[config.mk]
export PLATFORM = sky130hd
export DESIGN_NAME = fp_adder_pipe
export DESIGN_NICKNAME = d
export VERILOG_FILES = /design/src/rtl/fp_adder_pipe.sv
export SDC_FILE = /design/constraint.sdc
export NUM_CORES = 1
export LEC_CHECK = 0
export CAP_MARGIN = 20
export CORE_ASPECT_RATIO = 2
export CORE_MARGIN = 4
export CORE_UTILIZATION = 40
export CTS_BUF_LIST = sky130_fd_sc_hd__clkbuf_4 sky130_fd_sc_hd__clkbuf_8
export DETAILED_ROUTE_END_ITERATION = 6
export GPL_ROUTABILITY_DRIVEN = 0
export PLACE_DENSITY = 0.61
export SYNTH_ARGS = -nofsm -noshare
export SYNTH_HDL_FRONTEND = slang
export SYNTH_SLANG_ARGS = --single-unit
[constraint.sdc]
create_clock -name clk -period 2.54 [get_ports clk]
set_clock_uncertainty 0.05 [all_clocks]
set_input_delay 0.381 -clock clk [delete_from_list [all_inputs] [get_ports clk]]
set_output_delay 0.381 -clock clk [all_outputs]
set_load 0.01 [all_outputs]
[src/rtl/fp_adder_pipe.sv]
// -----------------------------------------------------------------------------
// fp_adder_pipe
//
// Four-stage pipelined floating-point adder/subtractor. Operand format is
// sign, unsigned (unbiased) exponent and a fraction with an explicit leading
// bit at the MSB. Truncating alignment, no rounding. Overflow saturates and
// flags ovf. A result that cannot be normalised is flushed to zero and flags
// unf.
//
// Ports:
//   clk       : clock, rising edge
//   reset     : synchronous, active-high reset
//   in_valid  : operand pair valid
//   in_ready  : pipeline accepts an operand pair this cycle
//   op        : 0 = add, 1 = subtract (operand 1 - operand 2)
//   sign1/exp1/frac1 : operand 1
//   sign2/exp2/frac2 : operand 2
//   out_valid : result valid
//   out_ready : consumer accepts the result
//   sign_out/exp_out/frac_out : result
//   ovf       : exponent overflow, result saturated
//   unf       : result too small to normalise, flushed to zero
//
// Handshake: an input transfer occurs on a rising edge where in_valid and
// in_ready are both 1; an output transfer occurs where out_valid and
// out_ready are both 1. The pipeline stalls when out_valid && !out_ready:
// every stage register holds, so the outputs stay stable until taken, and
// in_ready (= !stall) drops combinationally. Bubbles travel through the
// pipeline and are never squeezed out.
// -----------------------------------------------------------------------------
module fp_adder_pipe #(
  parameter int EXP_W  = 4,
  parameter int FRAC_W = 8
) (
  input  logic              clk,
  input  logic              reset,
  input  logic              in_valid,
  output logic              in_ready,
  input  logic              op,
  input  logic              sign1,
  input  logic [EXP_W-1:0]  exp1,
  input  logic [FRAC_W-1:0] frac1,
  input  logic              sign2,
  input  logic [EXP_W-1:0]  exp2,
  input  logic [FRAC_W-1:0] frac2,
  output logic              out_valid,
  input  logic              out_ready,
  output logic              sign_out,
  output logic [EXP_W-1:0]  exp_out,
  output logic [FRAC_W-1:0] frac_out,
  output logic              ovf,
  output logic              unf
);

  // lead0 spans 0..FRAC_W-1; FRAC_W >= 4 keeps this at least 2 bits.
  localparam int LZ_W = $clog2(FRAC_W);
  localparam logic [EXP_W-1:0] EXP_MAX  = '1;
  localparam logic [31:0]      FRAC_W_U = 32'(FRAC_W);

  logic w_stall;

  // ---------------------------------------------------------------------------
  // Stage 1: sort operands into big/small
  // ---------------------------------------------------------------------------
  logic w_sign2_eff;
  logic w_op1_big;

  logic              r_s1_valid;
  logic              r_s1_signb, r_s1_signs;
  logic [EXP_W-1:0]  r_s1_expb,  r_s1_exps;
  logic [FRAC_W-1:0] r_s1_fracb, r_s1_fracs;

  assign w_sign2_eff = sign2 ^ op;
  // Strict compare: on a tie operand 2 becomes the big operand.
  assign w_op1_big   = {exp1, frac1} > {exp2, frac2};

  always_ff @(posedge clk) begin
    if (reset) begin
      r_s1_valid <= 1'b0;
      r_s1_signb <= 1'b0;
      r_s1_signs <= 1'b0;
      r_s1_expb  <= '0;
      r_s1_exps  <= '0;
      r_s1_fracb <= '0;
      r_s1_fracs <= '0;
    end else if (!w_stall) begin
      r_s1_valid <= in_valid;
      if (w_op1_big) begin
        r_s1_signb <= sign1;
        r_s1_expb  <= exp1;
        r_s1_fracb <= frac1;
        r_s1_signs <= w_sign2_eff;
        r_s1_exps  <= exp2;
        r_s1_fracs <= frac2;
      end else begin
        r_s1_signb <= w_sign2_eff;
        r_s1_expb  <= exp2;
        r_s1_fracb <= frac2;
        r_s1_signs <= sign1;
        r_s1_exps  <= exp1;
        r_s1_fracs <= frac1;
      end
    end
  end

  // ---------------------------------------------------------------------------
  // Stage 2: align the small fraction
  // ---------------------------------------------------------------------------
  logic [EXP_W-1:0]  w_diff;
  logic [FRAC_W-1:0] w_aligned;

  logic              r_s2_valid;
  logic              r_s2_signb;
  logic              r_s2_same;
  logic [EXP_W-1:0]  r_s2_expb;
  logic [FRAC_W-1:0] r_s2_fracb;
  logic [FRAC_W-1:0] r_s2_aligned;

  // The sort guarantees expb >= exps, so the difference never wraps.
  assign w_diff    = r_s1_expb - r_s1_exps;
  assign w_aligned = (32'(w_diff) >= FRAC_W_U) ? '0 : (r_s1_fracs >> w_diff);

  always_ff @(posedge clk) begin
    if (reset) begin
      r_s2_valid   <= 1'b0;
      r_s2_signb   <= 1'b0;
      r_s2_same    <= 1'b0;
      r_s2_expb    <= '0;
      r_s2_fracb   <= '0;
      r_s2_aligned <= '0;
    end else if (!w_stall) begin
      r_s2_valid   <= r_s1_valid;
      r_s2_signb   <= r_s1_signb;
      r_s2_same    <= (r_s1_signb == r_s1_signs);
      r_s2_expb    <= r_s1_expb;
      r_s2_fracb   <= r_s1_fracb;
      r_s2_aligned <= w_aligned;
    end
  end

  // ---------------------------------------------------------------------------
  // Stage 3: magnitude add or subtract
  // ---------------------------------------------------------------------------
  logic [FRAC_W:0] w_sum;

  logic             r_s3_valid;
  logic             r_s3_sign;
  logic [EXP_W-1:0] r_s3_expb;
  logic [FRAC_W:0]  r_s3_sum;

  // big >= aligned small, so the difference is never negative.
  assign w_sum = r_s2_same ? ({1'b0, r_s2_fracb} + {1'b0, r_s2_aligned})
                           : ({1'b0, r_s2_fracb} - {1'b0, r_s2_aligned});

  always_ff @(posedge clk) begin
    if (reset) begin
      r_s3_valid <= 1'b0;
      r_s3_sign  <= 1'b0;
      r_s3_expb  <= '0;
      r_s3_sum   <= '0;
    end else if (!w_stall) begin
      r_s3_valid <= r_s2_valid;
      r_s3_sign  <= r_s2_signb;
      r_s3_expb  <= r_s2_expb;
      r_s3_sum   <= w_sum;
    end
  end

  // ---------------------------------------------------------------------------
  // Stage 4: normalise, saturate or flush; drives the output registers
  // ---------------------------------------------------------------------------
  logic [LZ_W-1:0]   w_lead0;
  logic              w_n_sign;
  logic [EXP_W-1:0]  w_n_exp;
  logic [FRAC_W-1:0] w_n_frac;
  logic              w_n_ovf;
  logic              w_n_unf;

  // Ascending scan: the highest set bit is written last and wins.
  always_comb begin
    w_lead0 = '0;
    for (int i = 0; i < FRAC_W; i++) begin
      if (r_s3_sum[i]) w_lead0 = LZ_W'(FRAC_W - 1 - i);
    end
  end

  always_comb begin
    w_n_sign = r_s3_sign;
    w_n_exp  = r_s3_expb;
    w_n_frac = r_s3_sum[FRAC_W-1:0];
    w_n_ovf  = 1'b0;
    w_n_unf  = 1'b0;
    if (r_s3_sum == '0) begin
      // Exact cancellation gives a clean positive zero.
      w_n_sign = 1'b0;
      w_n_exp  = '0;
      w_n_frac = '0;
    end else if (r_s3_sum[FRAC_W]) begin
      if (r_s3_expb != EXP_MAX) begin
        w_n_exp  = r_s3_expb + EXP_W'(1);
        w_n_frac = r_s3_sum[FRAC_W:1];
      end else begin
        w_n_exp  = '1;
        w_n_frac = '1;
        w_n_ovf  = 1'b1;
      end
    end else if (32'(w_lead0) > 32'(r_s3_expb)) begin
      w_n_sign = 1'b0;
      w_n_exp  = '0;
      w_n_frac = '0;
      w_n_unf  = 1'b1;
    end else begin
      // lead0 <= expb here, so the narrowing cast cannot lose bits.
      w_n_exp  = r_s3_expb - EXP_W'(w_lead0);
      w_n_frac = r_s3_sum[FRAC_W-1:0] << w_lead0;
    end
  end

  logic              r_out_valid;
  logic              r_sign_out;
  logic [EXP_W-1:0]  r_exp_out;
  logic [FRAC_W-1:0] r_frac_out;
  logic              r_ovf;
  logic              r_unf;

  always_ff @(posedge clk) begin
    if (reset) begin
      r_out_valid <= 1'b0;
      r_sign_out  <= 1'b0;
      r_exp_out   <= '0;
      r_frac_out  <= '0;
      r_ovf       <= 1'b0;
      r_unf       <= 1'b0;
    end else if (!w_stall) begin
      r_out_valid <= r_s3_valid;
      r_sign_out  <= w_n_sign;
      r_exp_out   <= w_n_exp;
      r_frac_out  <= w_n_frac;
      // Flags are qualified so a bubble never shows ovf/unf.
      r_ovf       <= r_s3_valid & w_n_ovf;
      r_unf       <= r_s3_valid & w_n_unf;
    end
  end

  assign w_stall   = r_out_valid && !out_ready;
  assign in_ready  = !w_stall;

  assign out_valid = r_out_valid;
  assign sign_out  = r_sign_out;
  assign exp_out   = r_exp_out;
  assign frac_out  = r_frac_out;
  assign ovf       = r_ovf;
  assign unf       = r_unf;

endmodule

# After elaboration in Yosys (flattened, before gate mapping)
# Index checks and enable logic that the tools add are counted.
totals:
  out_inout_bits: 17
  inputBits: 31
  latch_bits: 0
  word_cells: 75
  reg_bits: 81
  romBits: 0
  n_memories: 0
  ram_bits: 0
op_classes:
  n_shift: 2
  n_mux: 33
  n_addsub: 5
  n_reduce_logical: 4
  eq_ne: 2
  n_bitwise: 3
  mul: 0
  n_div: 0
  order_cmp: 3
ops:
  columns: ["cell", "count"]
  rows:
  - ["$mux 8", 6]
  - ["$mux 3", 8]
  - ["$mux 4", 6]
  - ["$gt 12x12->1", 1]
  - ["$mux 1", 11]
  - ["$add 8x8->9", 1]
  - ["$logic_not 9->1", 1]
  - ["$mux 9", 1]
  - ["$sub 8x8->9", 1]
  - ["$shl 8x3->8", 1]
  - ["$shr 8x4->8", 1]
  - ["$mux 7", 1]
  - ["$add 4x1->4 const B", 1]
  - ["$ge 4x4->1 const B", 1]
  - ["$gt 3x4->1", 1]
  - ["$ne 4x4->1 const B", 1]
  - ["$sub 4x3->4", 1]
  - ["$sub 4x4->4", 1]
  - ["$and 1x1->1", 2]
  - ["$logic_not 1->1", 2]
  - ["$eq 1x1->1", 1]
  - ["$logic_and 1x1->1", 1]
  - ["$xor 1x1->1", 1]

# Logic depth before layout (Yosys ltp)
logic_depth:
  ltp_word: 13
  mapped_depth: 12
  ltp_nobuf: 12

# Least setup slack after synthesis
# Ideal clock, no wire load.
synth_path:
  kind: "register -> register"
  start: "reg r_s2_aligned[0]"
  end: "reg r_s3_sum[8]"
  setup_time_ps: 141
  stages_incl_launch_ff: 11
  required_time_ps: 2349
  synth_period_minus_slack_ps: 2598
  arrival_ps: 2407
  path_slack_ps: -58
  path_buffers: 0
  path_cell_list: "dfxtp_1 > inv_1 > ha_1 > mux2_2 > fa_1 > a21o_1 > a21oi_1 > o21ai_0 > o41ai_1 > or4_1 > o311ai_0"
synth_between:
  elab_chain_cells: 2
synth_rtl:
  columns: ["element", "line_no", "rtl"]
  rows:
  - ["from (decl)", "117", "logic [FRAC_W-1:0] r_s2_aligned;"]
  - ["from (signal assigned)", "137", "r_s2_aligned <= w_aligned;"]
  - ["$sub 8x8->9 or $add 8x8->9 (tied branches)", "153, 152", null]
  - ["$mux 9 (*)", "152", "assign w_sum = r_s2_same ? ({1'b0, r_s2_fracb} + {1'b0, r_s2_aligned})"]
  - ["to (signal assigned)", "165", "r_s3_sum <= w_sum;"]
  - ["to (decl)", "149", "logic [FRAC_W:0] r_s3_sum;"]
# Mark *: on every way between the ends. The rest lies on a longest branch, timed or not.
# A chain may end at the register's enable or synchronous reset.

# Worst setup path in the final report
layout_path:
  start: "reg r_s2_aligned[1]"
  end: "reg r_s3_sum[8]"
# Same word-level chain as after synthesis.

==> impl_metrics.tcl <==
set metrics [dict create \
    final_antenna_net_count 0 \
    rows 57 \
    yosysUniqueCellTypes 63 \
    cp.arrival_ns 2.76 \
    grt_overflow 0 \
    drt-initial-drc-count 186 \
    violations "negative setup slack" \
    fin_crit_sh 1.02 \
    power_leakage_nw 2.69 \
    grt_pass1_wl_um 23000 \
    p_int_mw 3.64 \
    dr.pass1.iters 7 \
    path_buf_inv 1 \
    synth_top_area_cell "dfxtp_1" \
    grt_max_degree 51 \
    outcome "complete, but fails checks" \
    cts-htree-levels 3 \
    clk_pin_slew_ns 0.09 \
    max_stage_delay_ns 0.38 \
    syn_avg_cell_area_um2 8.03 \
    core_area_um2 12100 \
    yosysMostFrequentCell "nand2_1" \
    cts_tree "yes" \
    endpoint_kind "register" \
    synth-edff-count 0 \
    tns_ns -0.0385 \
    fmax_mhz 388 \
    io_buffers 47 \
    p_switching_mw 2.35 \
    hold_ws_ns 0.407 \
    pwr-share-comb 0.566 \
    path_class "reg2reg" \
    drc 0 \
    clk_path_buf_depth 2 \
    cap_violations 0 \
    cts.sinks 81 \
    synth_top_area_share 0.327 \
    ir_worst_vdd_v 0.000500 \
    drv_slew 0 \
    finalSetupViolCount 2 \
    pre_cts_slack_ns -0.311 \
    synthTopCellsByCount "nand2_1 (89), nor2_1 (84), dfxtp_1 (81), a21oi_1 (52), nor3_1 (30)" \
    dr_total_vias 4844 \
    nets 786 \
    worstMarginPinSlew_ns 0.628 \
    synth_fp_nets 680 \
    dieWidth_um 86.7 \
    p_per_area_nw_per_um2 918 \
    hold_violations 0 \
    ys.flop_type "dfxtp_1" \
    ys_seq_area_frac 0.327 \
    power.share.clock 0.161 \
    dieArea_um2 14400 \
    rsz0062_at_grt "true" \
    hold_buffers 0 \
    crit_family "compound AO/OA/AOI/OAI gates" \
    routed_wl_um 14100 \
    crit_path_cell_trace "inv_2, ha_4, mux2_4, fa_2, a21o_1, a21oi_4, o21ai_2, o41ai_4, or4_4, o311ai_2" \
    worst_slack_ns -0.0381 \
    fill_cells 1166 \
    async_flop_share 0 \
    netSwitchingFraction 0.393 \
    clkLatencyLatePin_ns 0.36 \
    grtUsageTotal 0.204 \
    p_seq_frac 0.273 \
    die_h_um 165 \
    start_util 0.409 \
    via_per_inst 5.54 \
    crit_path_start_kind "register" \
    antenna_found_initial 0 \
    totalPowerFinal_mw 6.00 \
    ys_ff_latch 81 \
    maxSlewHeadroom 0.579 \
    yosys-top-cells-area "dfxtp_1 (33%), a2111oi_2 (7.3%), ha_1 (7.1%), nand2_1 (6.7%), nor2_1 (6.4%)" \
    numCtsBuffers 9 \
    yosysWarnings 0 \
    layout_min_cycle_time_ns 2.58 \
    io_pins 48 \
    hpwl_um 10800 \
    drive_gt1_frac 0.255 \
    synth_cells 618 \
    hp-class "reg2reg" \
    n_antenna_cell 0 \
    syn_area_um2 4960 \
    cts_root_buffer "clkbuf_8" \
    required_ns 2.72 \
    syn_to_final_growth_pct 31.7 \
    wl_per_cell_um 16.1 \
    grt_pass1_vias 4919 \
    critPathSlowestCell "o41ai_4" \
    worstPathMaxFanout 3 \
]
sequential cells by signal (all words and copies together) (netlist names), 4 cells and up:
name,cells
r_s2_aligned,8
r_s1_fracb,8
exp_out,4
r_s1_exps,4
r_s2_expb,4
r_s1_fracs,8
r_s3_sum,9
r_s3_expb,4
frac_out,8
r_s2_fracb,8
r_s1_expb,4
logic make-up after synthesis:
| logic type | share of synthesized area |
|---|---|
| compound gates | 0.247 |
| fa+ha+maj | 0.0827 |
| mux | 0.0235 |
| simple gates | 0.224 |
| flops | 0.327 |
| buf+inv | 0.0643 |
| xor+xnor | 0.0318 |
final cells by class:
cell class / count / area [um2] / area share
Clock inverter: 5 / 63.8 / 0.00977
Timing Repair Buffer: 137 / 1200 / 0.183
Clock buffer: 10 / 138 / 0.0211
Sequential cell: 81 / 1630 / 0.250
Inverter: 29 / 109 / 0.0167
Tap cell: 147 / 184 / 0.0282
Multi-Input combinational cell: 466 / 3210 / 0.492
power by group through the flow:
stage / clock network (mW) / registers, mW / logic, mW
floorplan: 0 / 1.66 / 1.76
global placement: 0 / 1.64 / 2.99
detailed placement: 0 / 1.65 / 3.06
CTS: 0.989 / 1.63 / 3.17
global route: 1.04 / 1.66 / 3.74
finish: 0.968 / 1.64 / 3.39
cell usage in the layout, fill, tap and decap left out, drive strengths merged, types with 5 or more instances in the layout:
cell type      Yosys  final
nor3              31     31
nor2              85     85
clkdlybuf4s50      0     46
a22oi              5      5
a211oi             6      6
a2111oi           24     24
a21o               6      6
o211ai             9      9
dfxtp             81     81
a21oi             52     52
xor2              13     13
mux2i              6      6
inv               29     30
xnor2              5      5
o21ai             23     23
clkbuf            23     10
ha                28     28
nand2             90     90
nand3             12     12
mux2               5      5
nor2b              5      5
buf               19     91
worst register-to-register path, cell delays in order (launching register included):
cell and delay (ns):
dfxtp_2 0.36, inv_2 0.05, ha_4 0.22, mux2_4 0.28, fa_2 0.34, a21o_1 0.22, a21oi_4 0.18, o21ai_2 0.11
o41ai_4 0.38, or4_4 0.19, o311ai_2 0.08
final timing paths:
| kind | depth (start not counted) | end | startpoint | slack, ns |
|---|---|---|---|---|
| max | 10 | r_s3_sum[8] | r_s2_aligned[1] | -0.04 |
| min | 2 | r_s2_fracb[5] | r_s1_fracb[5] | 0.41 |
| max reg2reg | 10 | r_s3_sum[8] | r_s2_aligned[1] | -0.04 |
| min reg2reg | 2 | r_s2_fracb[5] | r_s1_fracb[5] | 0.41 |
routing by layer:
metal,wire length [um],GRT usage
met5,0,0
met4,813,0.114
met3,399,0.0238
met2,8050,0.406
met1,4800,0.194
what timing repair did:
action,CTS,global route
pin swaps,10,17
setup endpoints to repair,9,28
cloned,0,0
setup buffers,4,3
gates resized for setup,13,28
per-stage QoR:
stage | area (um2) | cells | utilization
after floorplan | 4970 | 618 | -
after global placement | 6110 | 855 | 0.504
after detailed placement | 6110 | 855 | 0.504
after CTS | 6380 | 874 | 0.526
after global routing | 6530 | 875 | 0.539
final | 6530 | 875 | 0.539
Power figures use the tool's default switching activity.
